## config.mk

```make
export PLATFORM = sky130hd
export DESIGN_NAME = bit_serializer
export DESIGN_NICKNAME = d
export VERILOG_FILES = /design/src/rtl/seq_det_pkg.sv /design/src/rtl/bit_serializer.sv
export SDC_FILE = /design/constraint.sdc
export NUM_CORES = 1
export LEC_CHECK = 0
export CAP_MARGIN = 10
export CELL_PAD_IN_SITES_DETAIL_PLACEMENT = 0
export CELL_PAD_IN_SITES_GLOBAL_PLACEMENT = 2
export CORE_AREA = 2 2 50 52
export CTS_CLUSTER_SIZE = 25
export DETAILED_ROUTE_END_ITERATION = 7
export DIE_AREA = 0 0 52 54
export GPL_TIMING_DRIVEN = 0
export HOLD_SLACK_MARGIN = 0.05
export PLACE_DENSITY_LB_ADDON = 0.12
export SLEW_MARGIN = 30
export SYNTH_ARGS = -nofsm -noshare
export SYNTH_HDL_FRONTEND = slang
export SYNTH_SLANG_ARGS = --single-unit
```

## constraint.sdc

```tcl
create_clock -name clk -period 2.4 [get_ports clk]
set_input_delay 0.6 -clock clk [delete_from_list [all_inputs] [get_ports clk]]
set_output_delay 0.6 -clock clk [all_outputs]
set_load 0.05 [all_outputs]
```

## src/rtl/seq_det_pkg.sv

```systemverilog
// Definitions shared by the 1011 detector front end and its benches.
package seq_det_pkg;

   typedef enum logic {
      IDLE  = 1'b0,
      SHIFT = 1'b1
   } ser_state_e;

   // Value presented to the detector when no payload bit is on the wire.
   localparam logic IDLE_BIT_DEFAULT = 1'b0;

   // A WIDTH of 2 still needs one counter bit.
   function automatic int cnt_width(input int w);
      return (w <= 2) ? 1 : $clog2(w);
   endfunction

endpackage

```

## src/rtl/bit_serializer.sv

```systemverilog
// Parallel-to-serial front end for the 1011 detector: valid/ready words in,
// one registered bit per clock out with valid and last-bit qualifiers.
module bit_serializer
   import seq_det_pkg::*;
#(
   parameter int   WIDTH     = 8,
   parameter bit   MSB_FIRST = 1'b1,
   parameter logic IDLE_BIT  = IDLE_BIT_DEFAULT
) (
   input  logic             clk,
   input  logic             reset,
   input  logic [WIDTH-1:0] in_data,
   input  logic             in_valid,
   output logic             in_ready,
   output logic             x,
   output logic             x_valid,
   output logic             x_last,
   output logic             busy
);

   localparam int             CNT_W    = cnt_width(WIDTH);
   localparam logic [CNT_W-1:0] CNT_LAST = CNT_W'(WIDTH - 1);

   ser_state_e       state_q, state_d;
   logic [CNT_W-1:0] cnt_q, cnt_d;
   logic [WIDTH-1:0] sreg_q, sreg_d;
   logic             x_q, x_d;
   logic             x_valid_q, x_valid_d;
   logic             x_last_q, x_last_d;
   logic             accept;

   // Ready on the last bit as well, so consecutive words stream without a bubble.
   assign in_ready = (state_q == IDLE) || ((state_q == SHIFT) && (cnt_q == CNT_LAST));
   assign accept   = in_valid && in_ready;

   always_comb begin
      state_d   = state_q;
      cnt_d     = cnt_q;
      sreg_d    = sreg_q;
      x_d       = x_q;
      x_valid_d = x_valid_q;
      x_last_d  = x_last_q;
      if (accept) begin
         state_d   = SHIFT;
         cnt_d     = '0;
         sreg_d    = in_data;
         x_d       = MSB_FIRST ? in_data[WIDTH-1] : in_data[0];
         x_valid_d = 1'b1;
         x_last_d  = 1'b0;
      end else if (state_q == SHIFT) begin
         if (cnt_q == CNT_LAST) begin
            state_d   = IDLE;
            x_d       = IDLE_BIT;
            x_valid_d = 1'b0;
            x_last_d  = 1'b0;
         end else begin
            // The bit on x is the head of sreg; the next one sits right behind it.
            cnt_d     = cnt_q + 1'b1;
            sreg_d    = MSB_FIRST ? (sreg_q << 1) : (sreg_q >> 1);
            x_d       = MSB_FIRST ? sreg_q[WIDTH-2] : sreg_q[1];
            x_last_d  = (cnt_d == CNT_LAST);
         end
      end
   end

   always_ff @(posedge clk or negedge reset) begin
      if (!reset) begin
         state_q   <= IDLE;
         cnt_q     <= '0;
         sreg_q    <= '0;
         x_q       <= IDLE_BIT;
         x_valid_q <= 1'b0;
         x_last_q  <= 1'b0;
      end else begin
         state_q   <= state_d;
         cnt_q     <= cnt_d;
         sreg_q    <= sreg_d;
         x_q       <= x_d;
         x_valid_q <= x_valid_d;
         x_last_q  <= x_last_d;
      end
   end

   assign x       = x_q;
   assign x_valid = x_valid_q;
   assign x_last  = x_last_q;
   assign busy    = x_valid_q;

endmodule

```

# Yosys cells after proc, flatten, opt, wreduce, memory -nomap -nowiden
# Cells that the tools add are included.
dict set report word_totals {
  register_bits 14
  wordCells 36
  in_bits 11
  out_inout_bits 5
}
dict set report classes {
  n_eq_ne 3
  n_bitwise 1
  addsub 1
  reduce_logical 7
  mux 18
}
# cell n
set op_table {}
lappend op_table {{$mux W7} 3}
lappend op_table {{$mux W1} 12}
lappend op_table {{$mux W3} 3}
lappend op_table {{$eq A3 B3 Y1 const B} 2}
lappend op_table {{$reduce_and A2 Y1} 2}
lappend op_table {{$reduce_bool A2 Y1} 2}
lappend op_table {{$add A3 B1 Y3 const B} 1}
lappend op_table {{$logic_and A1 B1 Y1} 2}
lappend op_table {{$ne A2 B2 Y1 const B} 1}
lappend op_table {{$logic_or A1 B1 Y1} 1}
lappend op_table {{$not A1 Y1} 1}

# Longest topological paths before layout
# Gate-level depths: netlist of run 1.
dict set report depth {
  word_depth 6
  mapped_depth 6
  ltp_nobuf 5
}

# Worst setup path after synthesis of run 1
# Ideal clock, no wire load.
dict set report synth_path {
  path_type {register to output}
  start {register cnt_q[0]}
  end {output port in_ready}
  required_ns 1.800
  setup_slack_ns 0.630
  stages_incl_launch_ff 6
  arrival_ns 1.170
  path_buffers 1
  cell_sequence {dfrtp_1 > ha_1 > ha_1 > nor2b_4 > inv_2 > buf_6}
}
dict set report synth_via {
  elab_chain_cells 3
}
# item line_no
set synth_rtl {}
lappend synth_rtl {{start: declaration} bit_serializer.sv:25} ;# logic [CNT_W-1:0] cnt_q, cnt_d;
lappend synth_rtl {{start signal: assignment} bit_serializer.sv:76} ;# cnt_q <= cnt_d;
lappend synth_rtl {{$eq A3 B3 Y1} bit_serializer.sv:33} ;# assign in_ready = (state_q == IDLE) || ((state_q == SHIFT) && (cnt_q == CNT_LAST));
lappend synth_rtl {{$logic_and A1 B1 Y1} bit_serializer.sv:33}
lappend synth_rtl {{$logic_or A1 B1 Y1} bit_serializer.sv:33}
lappend synth_rtl {{end: declaration} bit_serializer.sv:14} ;# output logic in_ready,
# Every way passes these cells.

# Worst setup path in the final report of run 1
# Ends and elaborated chain as after synthesis.

==> results of run 1 <==
logic make-up (layout without fill, tap and decap cells):
logic type	Yosys count	in the layout
compound gates	3	3
flops	14	14
fa+ha+maj	3	3
simple gates	9	9
mux	18	18
buf+inv	7	25
through the flow:
step	instance area (sq um)	std cells
floorplan	724.4	54
global placement	902.1	98
detailed placement	902.1	98
CTS	933.4	102
global route	938.4	102
finish	938.4	102
worst register-to-register path, cell delays in order (launching register included):
cell     delay [ns]
dfrtp_1        0.42
ha_1           0.22
ha_2           0.21
nor2b_4        0.15
inv_2          0.07
buf_6          0.15
mux2_4         0.30
area by class of cell:
type / instances / area [sq um]
inverters: 3 / 11.26
flip-flops and latches: 14 / 350.3
repair buffers: 14 / 137.6
well taps: 30 / 37.54
plain buffers: 4 / 31.28
multi-input cells: 33 / 334.1
fillers: 233 / 1381
clock buffers: 4 / 36.28
cells in the mapped netlist:
library cell	number
a21oi_1	1
a32o_1	1
buf_2	1
buf_4	2
buf_6	1
dfrtp_1	14
ha_1	3
inv_1	2
inv_2	1
mux2_2	8
mux2_4	5
mux2i_1	5
nand2b_1	3
nand3_1	1
nor2_1	3
nor2b_1	1
nor2b_4	1
o221ai_1	1
power by group:
| group | total, mW | switching, mW | internal (mW) |
|---|---|---|---|
| sequential | 0.395 | 0.0616 | 0.333 |
| clock | 0.168 | 0.0763 | 0.0922 |
| combinational | 0.610 | 0.305 | 0.305 |
| total | 1.17 | 0.443 | 0.731 |
sequential cells by signal (all words and copies together), names as in the netlist:
register,cells
cnt_q,3
x,1
x_last,1
busy,1
state_q,1
sreg_q,7
worst paths after layout:
path | startpoint | endpoint | slack [ns]
hold / removal | x_last | x_last | 0.50
max in group asynchronous | reset | sreg_q[2] | 1.28
hold reg to reg | x_last | x_last | 0.50
min in group asynchronous | reset | busy | 0.71
setup reg to reg | cnt_q[0] | cnt_q[2] | 0.78
setup / recovery | cnt_q[0] | in_ready | 0.1
routing by layer:
| layer | vias to the layer above | part of all wire, % | wire, um | global-route usage (%) |
|---|---|---|---|---|
| met5 | - | 0 | 0 | 0 |
| met4 | 0 | 1.2 | 15 | 3.947 |
| met3 | 2 | 6.8 | 83 | 2.778 |
| met2 | 15 | 47 | 573 | 17.30 |
| met1 | 220 | 45 | 556 | 13.06 |
| li1 | 221 | - | - | - |
repair_timing:
action                                  in CTS  in global routing
hold buffers                                 0                  0
endpoints found under the setup margin       1                  1
gates resized for setup                      5                  2
==> reports/metrics.cfg, run 1 <==
[sta]
hold_viol_final = 0
hold_slack_ns = 0.5030
rsz0062_at_grt = false
fmax_mhz = 433.9
finClkSkew_ns = 0.001217
max_slew_margin_pct = 57.40
setup_slack_ns = 0.09524
worstMarginPinSlew_ns = 0.6370
setup_viol = 0
layout_min_cycle_time_ns = 2.305
slew_violations = 0
fin_crit_sh_pct = 96.03
tns_ns = 0

[detailed_routing]
num_vias = 458
drcViolationCount = 0
final_antenna_net_count = 0
drt-wirelength-per-cell_um = 12.05
drtIter0Drc = 4
drt-total-wl_mm = 1.229
vias_per_cell = 4.490
dr.pass1.iters = 4

[layout]
drive_gt1_share_pct = 34.72
insertedDiodeCount = 0
mostFrequentLayoutCells = 14 x dfrtp_1, 13 x clkdlybuf4s50_1, 8 x mux2_2
post-route-util_pct = 40.45
nNetsFinal = 87
area_growth_pct = 29.53
layout_commonest_cell = dfrtp_1

[yosys]
synthSimpleGateAreaFrac_pct = 7.599
synth_compound_area_share_pct = 3.282
synthXorXnorAreaFrac_pct = 0
synth.area.top_cells = dfrtp_1 48%, mux2_2 12%, mux2_4 10%
synth_fa_ha_area_share_pct = 5.181
synth_top_area_cell = dfrtp_1
synth.avg_cell_area_sq_um = 13.42
synth_top_area_share_pct = 48.36
synth_top_family_by_area = multiplexers
syn-cell-area_sq_um = 724.4
synth_cell_types = 18
postSynthCellCount = 54
yosys_warnings = 0
ys_seq_area_share_pct = 48.36
ys_seq_elements = 14
synth_mux_area_share_pct = 29.71
synth_nets = 68

[critical_path]
endpoint_kind = output port
cp.buffers_inverters = 3
crit_cells = 6
critical-path-top-delay-family = adder cells
arrival_ns = 1.70
worstPathRequired_ns = 1.80
path_cells = ha_1 > ha_2 > nor2b_4 > inv_2 > buf_6 > clkbuf_4
crit_path_max_fanout = 10
worst_path_max_delay_cell = dfrtp_1
path_class = flop to output port
cpPeakStageDelay_ns = 0.42
reg2reg_depth = 6
startpoint_type = flop

[clocking]
cts_tree = yes
numCtsBuffers = 3
htree_num_levels = 1
clock_path_buffers = 2
clkLatencyLatePin_ns = 0.27
clk_pin_slew_ns = 0.09
clock_sinks = 14
cts_setup_buffers = 0
cts_root_buf = clkbuf_4

[global_route]
grt_pass1_vias = 459
antenna_found_initial = 0
grt_overflow_total = 0
grt_pass1_wl_mm = 2.118
grt_max_degree = 15
grtUsageTotal_pct = 10.46

[place]
pre_cts_slack_ns = -0.1543
place_congestion = 0.6951
io_buffers = 14
dp.final_hpwl_um = 921.3

[power]
ir_worst_vdd_mv = 0.5554
p_leak_nw = 0.4336
finalPower_mw = 1.174
power.density_nw_per_um2 = 1251

[die]
die_y_um = 54
pin_count = 16
core_sq_um = 2320
start_util_pct = 31.23
die_w_um = 52
rows = 18
die_area_sq_um = 2808

[min_path]
hold_path_class = flop to flop
whs_path_depth = 1

[job]
maxCapViolCount = 0

[run_status]
status = completed

(Power assumes the default switching activity.)
==> inputs of run 2 (changes only) <==
--- a/config.mk
+++ b/config.mk
@@ -14,7 +14,7 @@
 export DIE_AREA = 0 0 52 54
 export GPL_TIMING_DRIVEN = 0
 export HOLD_SLACK_MARGIN = 0.05
-export PLACE_DENSITY_LB_ADDON = 0.12
+export PLACE_DENSITY = 0.84
 export SLEW_MARGIN = 30
 export SYNTH_ARGS = -nofsm -noshare
 export SYNTH_HDL_FRONTEND = slang
==> reports/metrics.cfg, run 2 (synthesized netlist as in run 1, its figures left out) <==
[sta]
worstMarginPinSlew_ns = 0.6217
layout_min_cycle_time_ns = 2.284
fmax_mhz = 437.9
fin_crit_sh_pct = 95.15
setup_slack_ns = 0.1163
setup_viol = 0
max_slew_margin_pct = 58.42
hold_viol_final = 0
tns_ns = 0
finClkSkew_ns = 0.005697
slew_violations = 0
rsz0062_at_grt = false

[detailed_routing]
drtIter0Drc = 2
drt-total-wl_mm = 1.158
vias_per_cell = 4.446
drt-wirelength-per-cell_um = 11.47
final_antenna_net_count = 0
drcViolationCount = 0
num_vias = 449
dr.pass1.iters = 2

[global_route]
antenna_found_initial = 0
grt_overflow_total = 0
grt_max_degree = 15
grt_pass1_wl_mm = 1.918
grt_pass1_vias = 447
grtUsageTotal_pct = 9.799

[layout]
mostFrequentLayoutCells = 14 x dfrtp_1, 13 x clkdlybuf4s50_1, 8 x mux2_2
regMostFlops = sreg_q
reg_top3 = sreg_q: 7 flops, cnt_q: 3 flops
fill_cells = 226
area_growth_pct = 27.63
layout_commonest_cell = dfrtp_1
design_area_sq_um = 924.6
largest_reg_flops = 7
insertedDiodeCount = 0
drive_gt1_share_pct = 33.80
nNetsFinal = 87

[critical_path]
r2r-start = cnt_q[0]
arrival_ns = 1.68
rrSetupSlack_ns = 0.79
reg2reg_depth = 6
reg2reg_to = sreg_q[5]
startpoint_type = flop
endpoint_kind = output port
path_class = flop to output port
crit_path_max_fanout = 10
worstPathRequired_ns = 1.80

[place]
dpl_cell_area_sq_um = 902.1
place_congestion = 0.6823
io_buffers = 14
pre_cts_slack_ns = -0.1380
dp.final_hpwl_um = 841.5

[die]
die_w_um = 52
rows = 18
die_area_sq_um = 2808
start_util_pct = 31.23
core_sq_um = 2320
die_y_um = 54
pin_count = 16

[clocking]
cts_root_buf = clkbuf_4
cts_setup_buffers = 0
cts_tree = yes
clk_pin_slew_ns = 0.08
clock_path_buffers = 2
htree_num_levels = 1
postCtsResizedCells = 5
cts_hold_buf = 0
numCtsBuffers = 3
clock_sinks = 14
clkLatencyLatePin_ns = 0.27

[min_path]
hold_start = state_q
hold_path_class = flop to flop
whs_endpoint = busy
whs_path_depth = 1

[job]
maxCapViolCount = 0

[run_status]
status = completed

[power]
p_leak_nw = 0.4264
ir_worst_vdd_mv = 0.5317
power.density_nw_per_um2 = 1211

[run 2: changes by cell type in the layout (fill, tap and decap cells not counted), sizes merged]
cell / delta
clkbuf: -1
[run 2: worst max path at each step]
stage | startpoint | endpoint | slack (ns) | cells after the start
final | cnt_q[0] | in_ready | 0.12 | 6
after global routing | cnt_q[0] | in_ready | 0.03 | 6
after CTS | cnt_q[0] | in_ready | 0.04 | 6
after detailed placement | cnt_q[0] | in_ready | -0.14 | 6
after global placement | cnt_q[0] | in_ready | -0.14 | 6
after floorplan | cnt_q[0] | in_ready | 0.63 | 5
[run 2: metal layers]
metal | up-vias | global-route usage, % | wire length (um)
li1 | 220 | - | -
met1 | 210 | 11.82 | 531
met2 | 15 | 14.56 | 506
met3 | 4 | 1.944 | 76
met4 | 0 | 9.211 | 44
met5 | - | 0 | 0
[run 2: power by group]
group	internal (mW)	switching, mW	leakage (nW)	total (mW)
Clock	0.0580	0.0683	0.0138	0.126
Sequential	0.334	0.0604	0.178	0.394
Combinational	0.303	0.296	0.234	0.599
Total	0.695	0.425	0.426	1.12
[run 2: per-stage QoR]
| stage | power, mW | instances | hold slack, ns | util [%] |
|---|---|---|---|---|
| finish | 1.120 | 101 | 0.5004 | 39.86 |
| global route | 1.197 | 101 | 0.5207 | 39.86 |
| CTS | 1.129 | 101 | 0.5057 | 39.64 |
| detailed placement | 1.008 | 98 | 0.4876 | 38.89 |
| global placement | 0.9989 | 98 | 0.4837 | 38.89 |
| floorplan | 0.8578 | 54 | 0.3044 | - |
[run 2: area by class of cell]
cell class / instances / area (sq um) / share of cell area [%]
repair buffers: 14 / 137.6 / 14.88
clock buffers: 3 / 22.52 / 2.436
flip-flops and latches: 14 / 350.3 / 37.89
multi-input cells: 33 / 334.1 / 36.13
inverters: 3 / 11.26 / 1.218
well taps: 30 / 37.54 / 4.060
plain buffers: 4 / 31.28 / 3.383
[run 2: worst max-delay path: stages, from the launching register on]
cell and delay, ns:
dfrtp_1 0.42, ha_1 0.21, ha_2 0.21, nor2b_4 0.15, inv_2 0.06, buf_6 0.15, clkbuf_4 0.21
==> inputs of run 3 (changes only) <==
--- a/config.mk
+++ b/config.mk
@@ -14,7 +14,7 @@
 export DIE_AREA = 0 0 52 54
 export GPL_TIMING_DRIVEN = 0
 export HOLD_SLACK_MARGIN = 0.05
-export PLACE_DENSITY = 0.84
+export PLACE_DENSITY_LB_ADDON = 0.1
 export SLEW_MARGIN = 30
 export SYNTH_ARGS = -nofsm -noshare
 export SYNTH_HDL_FRONTEND = slang
==> reports/metrics.cfg, run 3 (synthesized netlist as in run 1, its figures left out) <==
[run_status]
status = completed

[die]
die_y_um = 54
die_w_um = 52
die_area_sq_um = 2808
start_util_pct = 31.23
pin_count = 16
core_sq_um = 2320
rows = 18

[power]
power.density_nw_per_um2 = 1244
swShare_pct = 37.47
finalPower_mw = 1.168
clkPwrFrac_pct = 14.3
p_leak_nw = 0.4336
intPower_mw = 0.7301
power_frac_seq_pct = 33.8
power.switching_mw = 0.4376
ir_worst_vdd_mv = 0.6129
pwr-share-comb_pct = 51.9

[layout]
drive_gt1_share_pct = 34.72
largest_reg_flops = 7
regMostFlops = sreg_q
insertedDiodeCount = 0
reg_top3 = sreg_q: 7 flops, cnt_q: 3 flops
nNetsFinal = 87
post-route-util_pct = 40.45
area_growth_pct = 29.53
layout_commonest_cell = dfrtp_1
mostFrequentLayoutCells = 14 x dfrtp_1, 13 x clkdlybuf4s50_1, 8 x mux2_2

[sta]
layout_min_cycle_time_ns = 2.319
fmax_mhz = 431.3
max_slew_margin_pct = 56.48
tns_ns = 0
setup_viol = 0
rsz0062_at_grt = false
fin_crit_sh_pct = 96.60
slew_violations = 0
setup_slack_ns = 0.08149
hold_viol_final = 0
worstMarginPinSlew_ns = 0.6507
hold_slack_ns = 0.4994
finClkSkew_ns = 0.002739

[clocking]
clk_pin_slew_ns = 0.09
cts_tree = yes
numCtsBuffers = 3
clock_path_buffers = 2
clkLatencyLatePin_ns = 0.27
cts_root_buf = clkbuf_4
htree_num_levels = 1
clock_sinks = 14
cts_setup_buffers = 0
cts_hold_buf = 0

[detailed_routing]
final_antenna_net_count = 0
drt-total-wl_mm = 1.224
dr.pass1.iters = 1
drcViolationCount = 0
drt-wirelength-per-cell_um = 12.00
drtIter0Drc = 0
num_vias = 445
vias_per_cell = 4.363

[critical_path]
path_class = flop to output port
crit_path_max_fanout = 10
endpoint_kind = output port
arrival_ns = 1.72
startpoint_type = flop
worstPathRequired_ns = 1.80
reg2reg_depth = 6

[global_route]
grt_pass1_wl_mm = 2.056
grt_pass1_vias = 467
grt_overflow_total = 0
antenna_found_initial = 0
grtUsageTotal_pct = 10.20
grt_max_degree = 15

[place]
place_congestion = 0.6871
dp.final_hpwl_um = 901
pre_cts_slack_ns = -0.1636
io_buffers = 14

[min_path]
whs_path_depth = 1
hold_path_class = flop to flop

[job]
maxCapViolCount = 0

## run 3: per-stage QoR
step                cells  cell area, sq um
global route          102             938.4
global placement       98             902.1
CTS                   102             933.4
floorplan              54             724.4
finish                102             938.4
detailed placement     98             902.1
## run 3: cell type report
type | count | area, sq um
buffer | 4 | 31.28
clock buffer | 4 | 36.28
fill | 235 | 1381
inverter | 3 | 11.26
multi-input combinational | 33 | 334.1
sequential | 14 | 350.3
tap | 30 | 37.54
timing repair buffer | 14 | 137.6
## run 3: worst max-delay path: stages, from the launching register on
cell and delay, ns:
dfrtp_1 0.43, ha_1 0.22, ha_2 0.21, nor2b_4 0.16, inv_2 0.07, buf_6 0.15
clkbuf_4 0.21
## run 3: path summary, 6_finish.rpt
check	start	to	slack, ns
setup / recovery	cnt_q[0]	in_ready	0.08
hold / removal	x_last	x_last	0.50
setup reg to reg	cnt_q[0]	sreg_q[6]	0.76
hold reg to reg	x_last	x_last	0.50
max in group asynchronous	reset	x_last	1.26
min in group asynchronous	reset	sreg_q[6]	0.72
## run 3: metal layers
| metal | vias to the layer above | global-route usage, % | wire length [um] |
|---|---|---|---|
| li1 | 224 | - | - |
| met1 | 211 | 13.31 | 593 |
| met2 | 10 | 15.40 | 557 |
| met3 | 0 | 3.611 | 73 |
| met4 | 0 | 3.947 | 0 |
| met5 | - | 0 | 0 |
## run 3: what timing repair did
| action | CTS | global route |
|---|---|---|
| resized for setup | 5 | 2 |
| pin swaps | 0 | 0 |
| gates cloned | 0 | 0 |
| endpoints found under the hold margin | 0 | 0 |
| setup endpoints to repair | 1 | 1 |
## run 3: power by group through the flow
stage / clock network [mW] / registers, mW / logic [mW]
global placement: 0 / 0.398 / 0.613
finish: 0.167 / 0.395 / 0.606
global route: 0.185 / 0.410 / 0.659
floorplan: 0 / 0.465 / 0.393
detailed placement: 0 / 0.400 / 0.617
CTS: 0.176 / 0.397 / 0.609
